<file path="src/rtl/regfile_sb_pkg.sv">
// regfile_sb_pkg
// Core-wide register-file constants and types, shared with decode and the
// hazard unit.
//   DATA_W_DEF  : default register width in bits
//   ADDR_W_DEF  : default register address width (depth = 2**ADDR_W_DEF)
//   reg_addr_t  : register address at default width
//   data_word_t : register data word at default width
package regfile_sb_pkg;

  localparam int DATA_W_DEF = 16;
  localparam int ADDR_W_DEF = 4;

  typedef logic [ADDR_W_DEF-1:0] reg_addr_t;
  typedef logic [DATA_W_DEF-1:0] data_word_t;

endpackage

</file>
<file path="src/rtl/regfile_sb_scoreboard.sv">
// regfile_sb_scoreboard
// One pending bit per register, tracking destinations reserved by decode
// and not yet released by writeback.
// Ports:
//   clk          : core clock, rising edge
//   rst          : asynchronous active-low reset, clears all pending bits
//   i_rsv_en     : set pending[i_rsv_addr] at the next edge
//   i_rsv_addr   : register to reserve
//   i_rel_en     : clear pending[i_rel_addr] at the next edge
//   i_rel_addr   : register to release
//   o_pend       : registered pending vector
//   o_busy_any   : OR of the registered pending bits
module regfile_sb_scoreboard #(
  parameter int ADDR_W = 4
) (
  input  logic                   clk,
  input  logic                   rst,
  input  logic                   i_rsv_en,
  input  logic [ADDR_W-1:0]      i_rsv_addr,
  input  logic                   i_rel_en,
  input  logic [ADDR_W-1:0]      i_rel_addr,
  output logic [(1<<ADDR_W)-1:0] o_pend,
  output logic                   o_busy_any
);

  localparam int DEPTH = 1 << ADDR_W;

  logic [DEPTH-1:0] r_pend;
  logic [DEPTH-1:0] w_pend_nxt;

  // Reserve is applied after release so a same-cycle hand-over to a new
  // owner leaves the bit set.
  always_comb begin
    w_pend_nxt = r_pend;
    if (i_rel_en) w_pend_nxt[i_rel_addr] = 1'b0;
    if (i_rsv_en) w_pend_nxt[i_rsv_addr] = 1'b1;
  end

  always_ff @(posedge clk or negedge rst) begin
    if (!rst) r_pend <= '0;
    else      r_pend <= w_pend_nxt;
  end

  assign o_pend     = r_pend;
  assign o_busy_any = |r_pend;

endmodule

</file>
<file path="src/rtl/regfile_sb.sv">
// regfile_sb
// Parametrised register file with write-first bypass and a pending-write
// scoreboard. Sits between decode (read/reserve) and writeback
// (write/release).
// Build option: define REGFILE_ZERO_REG_EN to make register 0 a hard-wired
// zero (writes, reserves and releases to address 0 are dropped).
// Ports:
//   clk      : core clock, rising edge
//   rst      : asynchronous active-low reset
//   rd_addr  : packed read addresses, port k at [k*ADDR_W +: ADDR_W]
//   rd_data  : packed combinational read data, port k at [k*DATA_W +: DATA_W]
//   rd_rdy   : per-port ready, addressed register has no pending write
//   wr_en    : writeback strobe
//   wr_addr  : writeback destination
//   wr_data  : writeback value
//   wr_rel   : writeback also releases the pending bit of wr_addr
//   rsv_en   : decode reserves a destination
//   rsv_addr : register to mark pending
//   busy_any : any register pending
module regfile_sb
  import regfile_sb_pkg::*;
#(
  parameter int DATA_W = DATA_W_DEF,
  parameter int ADDR_W = ADDR_W_DEF,
  parameter int NUM_RD = 2
) (
  input  logic                     clk,
  input  logic                     rst,
  input  logic [NUM_RD*ADDR_W-1:0] rd_addr,
  output logic [NUM_RD*DATA_W-1:0] rd_data,
  output logic [NUM_RD-1:0]        rd_rdy,
  input  logic                     wr_en,
  input  logic [ADDR_W-1:0]        wr_addr,
  input  logic [DATA_W-1:0]        wr_data,
  input  logic                     wr_rel,
  input  logic                     rsv_en,
  input  logic [ADDR_W-1:0]        rsv_addr,
  output logic                     busy_any
);

  localparam int DEPTH = 1 << ADDR_W;

  logic [DATA_W-1:0] r_mem [DEPTH];
  logic [DEPTH-1:0]  w_pend;
  logic              w_wr_ok;
  logic              w_rsv_ok;
  logic              w_rel_ok;

`ifdef REGFILE_ZERO_REG_EN
  // Register 0 is never written, so it keeps its reset value of zero and
  // its pending bit can never be set.
  assign w_wr_ok  = wr_en  && (wr_addr  != '0);
  assign w_rsv_ok = rsv_en && (rsv_addr != '0);
`else
  assign w_wr_ok  = wr_en;
  assign w_rsv_ok = rsv_en;
`endif

  assign w_rel_ok = w_wr_ok && wr_rel;

  always_ff @(posedge clk or negedge rst) begin
    if (!rst) begin
      for (int i = 0; i < DEPTH; i++) r_mem[i] <= '0;
    end else if (w_wr_ok) begin
      r_mem[wr_addr] <= wr_data;
    end
  end

  regfile_sb_scoreboard #(
    .ADDR_W (ADDR_W)
  ) u_scoreboard (
    .clk        (clk),
    .rst        (rst),
    .i_rsv_en   (w_rsv_ok),
    .i_rsv_addr (rsv_addr),
    .i_rel_en   (w_rel_ok),
    .i_rel_addr (wr_addr),
    .o_pend     (w_pend),
    .o_busy_any (busy_any)
  );

  for (genvar k = 0; k < NUM_RD; k++) begin : g_rd
    logic [ADDR_W-1:0] w_ra;
    logic              w_hit;

    assign w_ra  = rd_addr[k*ADDR_W +: ADDR_W];
    assign w_hit = w_wr_ok && (w_ra == wr_addr);

    assign rd_data[k*DATA_W +: DATA_W] = w_hit ? wr_data : r_mem[w_ra];
    // A releasing write makes the bypassed value consumable this cycle.
    assign rd_rdy[k] = !w_pend[w_ra] || (w_hit && wr_rel);
  end

endmodule

</file>
<file path="config.mk">
export PLATFORM = sky130hd
export DESIGN_NAME = regfile_sb
export DESIGN_NICKNAME = d
export VERILOG_FILES = /design/src/rtl/regfile_sb_pkg.sv /design/src/rtl/regfile_sb_scoreboard.sv /design/src/rtl/regfile_sb.sv
export SDC_FILE = /design/constraint.sdc
export NUM_CORES = 1
export LEC_CHECK = 0
export ABC_AREA = 1
export CORE_ASPECT_RATIO = 1.25
export CORE_MARGIN = 4
export CORE_UTILIZATION = 45
export DETAILED_ROUTE_END_ITERATION = 16
export HOLD_SLACK_MARGIN = 0.02
export SYNTH_ARGS = -nofsm -noshare
export SYNTH_HDL_FRONTEND = slang
export SYNTH_HIERARCHICAL = 1
export SYNTH_SLANG_ARGS = --single-unit
</file>
<file path="constraint.sdc">
create_clock -name clk -period 3.1 [get_ports clk]
set_input_delay 0.93 -clock clk [delete_from_list [all_inputs] [get_ports clk]]
set_output_delay 0.93 -clock clk [all_outputs]
set_load 0.02 [all_outputs]
</file>
==> impl_metrics.toml <==
[run_status]
status = "complete, but fails checks"
violations = "negative setup slack"

[worst_setup_path]
worstPathCellList = "buf_8 > clkbuf_16 > buf_4 > clkbuf_16 > nand3_1 > nand3_2 > nand3_2 > nand2_2 > nand2_2 > nand2_2 > buf_6"
crit_required_ps = 2170
critical_path.max_stage_delay_ps = 180
r2r_end = "u_scoreboard/o_pend[9]"
arrival_ps = 2200
crit_top_cell = "nand2_2"
path_class = "primary input to output pin"
cp_max_fo = 10
cp-start-kind = "primary input"
r2r_slack_ps = 2300
cp-endpoint = "rd_data[26]"
crit_start = "rd_addr[5]"
r2r_cells = 3
crit_slowest_cell = "clkbuf_16"
reg2reg_from = "u_scoreboard/o_pend[9]"
cp-end-kind = "output pin"

[placed_design]
dp.cells = 3061
port_buffers = 71
dp_slack_ps = -895.2
dp.final_hpwl_um = 42200
place_congestion = 0.9027

[sta]
setup_violations = 8
tightest_slew_ps = 605.3
rsz0062_at_grt = "yes"
max_freq_mhz = 319.1
layout_setup_ws_ps = -34.23
finalCriticalPeriod_ps = 3134
drv_slew = 0
slew_headroom_pct = 59.65
period_share_pct = 101.1
hold_viol_final = 0
fin_skew_ps = 0
setup_tns_ps = -113.3

[global_route]
grt_max_degree = 69
track_usage_pct = 32.89
grt_pass1_vias = 17530
overflow = 0
antenna_found_initial = 0
grt_pass1_wl_um = 104300

[synthesis]
ys.flop_type = "dfrtp_1"
ys_ff_latch = 272
avgSynthCellArea_um2 = 6.565
synth-edff-count = 0
postSynth.asyncResetShare_pct = 100.0
syn_area_um2 = 16790
synth_cells = 2558
yosysUniqueCellTypes = 29
ys.warnings.count = 6
syn_nets = 2595
seq_area_frac_synth_pct = 40.53

[floorplan]
core_area_um2 = 36600
io_pins = 72
die_w_um = 180.8
row_count = 78
initial_core_util_pct = 45.89
dieHeight_um = 224.0
die-area_um2 = 40490

[cts]
clock_latency_ps = 560
htreeDepth = 1
cts_tree = "built"
cts_buffers = 30
path_clk_slew_ps = 60
cts_sinks = 272
ctsRootBufferMaster = "clkbuf_16"
clockBufferDepth = 3

[drt]
first_pass_iters = 9
drc = 0
antenna_left = 0
drt_iter0_drc = 2395
wl_um = 73770
viasPerCell = 5.870
num_vias = 18770
wl_per_cell_um = 23.07

[finish]
drive_gt1_share_pct = 23.49
fin_nets = 2730
nFillCells = 3308
area_growth_syn_to_layout_pct = 37.17
utilization_pct = 62.94
stdcell_count = 3197

[power_and_ir_drop]
peakVddDrop_uv = 376.0
power.leakage_nw = 11.47
powerDensity_nw_per_um2 = 533.4

[min_path]
hp-class = "primary input to asynchronous set/reset pin"

[run]
max_cap_violations = 0
==> where the power goes <==
group,switching [mW],internal [mW]
registers,0.398,4.31
logic,2.44,1.52
clock network,1.54,2.08
total,4.38,7.91
==> Yosys cell counts (3+ instances only) <==
| cell | number | area (um2) |
|---|---|---|
| inv_1 | 292 | 1096 |
| nor2_1 | 23 | 86.33 |
| nand2_1 | 939 | 3525 |
| buf_2 | 69 | 345.3 |
| o21ai_1 | 37 | 185.2 |
| nand3_1 | 495 | 2477 |
| o21ai_0 | 232 | 1161 |
| buf_6 | 4 | 45.04 |
| a21oi_1 | 8 | 40.04 |
| nor3_2 | 3 | 30.03 |
| inv_2 | 8 | 30.03 |
| clkbuf_1 | 75 | 281.5 |
| buf_4 | 19 | 142.6 |
| dfrtp_1 | 272 | 6807 |
| a21oi_4 | 3 | 48.80 |
| nand2_2 | 3 | 18.77 |
| nor2_2 | 6 | 37.54 |
| o21bai_1 | 3 | 22.52 |
| nand4_1 | 34 | 212.7 |
| buf_1 | 19 | 71.32 |
| o22ai_1 | 3 | 18.77 |
==> state kept, by name (all words and copies together) (netlist names) <==
| signal | flops |
|---|---|
| r_mem | 256 |
| u_scoreboard/o_pend | 16 |
==> per-layer routing <==
layer / up-vias / GRT usage, % / share of wire (%)
met5: - / 0 / 0
met4: 0 / 15.98 / 6.5
met3: 319 / 5.879 / 11
met2: 1230 / 53.45 / 45
met1: 8818 / 42.63 / 38
li1: 8400 / - / -
==> metrics by stage <==
stage	total power, mW	hold slack [ps]	area (um2)
floorplan	6.729	453.0	16790
global placement	7.849	465.7	18860
detailed placement	7.928	472.6	18860
CTS	11.78	324.9	20950
global route	12.94	349.0	23030
finish	12.29	306.1	23040
==> critical path: cells and delay by family <==
family / cells / cell delay (ps)
simple gates: 6 / 510
buf+inv: 5 / 760
==> area by class of cell <==
cell class	instances	area, um2	area share (%)
multi-input combinational	1798	9279	40.28
sequential	272	6807	29.55
timing repair buffer	285	4110	17.84
inverter	304	1230	5.339
clock buffer	47	905.9	3.932
tap	480	600.6	2.607
clock inverter	8	70.07	0.3042
timing repair inverter	2	31.28	0.1358
antenna	1	2.502	0.01086
==> how the worst min path moves through the flow <==
stage | startpoint | end | slack (ps)
6_report | rst | r_mem[58] | 310
5_1_grt | rst | r_mem[170] | 350
4_1_cts | rst | r_mem[58] | 320
3_5_place_dp | r_mem[50] | r_mem[50] | 470
3_3_place_gp | r_mem[120] | r_mem[120] | 470
2_1_floorplan | r_mem[0] | r_mem[0] | 450
==> cells in the final DEF, fill, tap and decap left out, drive strengths merged <==
cell / count
inv: 303
o21ai: 269
nand4: 34
bufbuf: 1
dfrtp: 272
clkdlybuf4s15: 2
bufinv: 1
clkbuf: 77
nor3: 3
o22ai: 4
and3: 1
o21bai: 3
diode: 1
clkdlybuf4s50: 23
nor2: 31
buf: 229
nand2: 942
nand3: 500
clkinvlp: 2
a21oi: 11
clkinv: 8
==> cell families (layout without fill, tap and decap cells) <==
logic type	Yosys count	in the layout	synth area share (%)
AOI/OAI and AO/OA	287	287	8.866
buffers and inverters	490	646	12.13
DFF	272	272	40.53
other	0	1	0
and+or+nand+nor	1509	1511	38.47
==> what timing repair did <==
item / in CTS / in global routing
cloned: 18 / 35
pin swaps: 48 / 106
gates resized for setup: 342 / 313
hold buffers: 0 / 0
setup buffers: 24 / 8
endpoints found under the setup margin: 34 / 34
(Power assumes the default switching activity.)
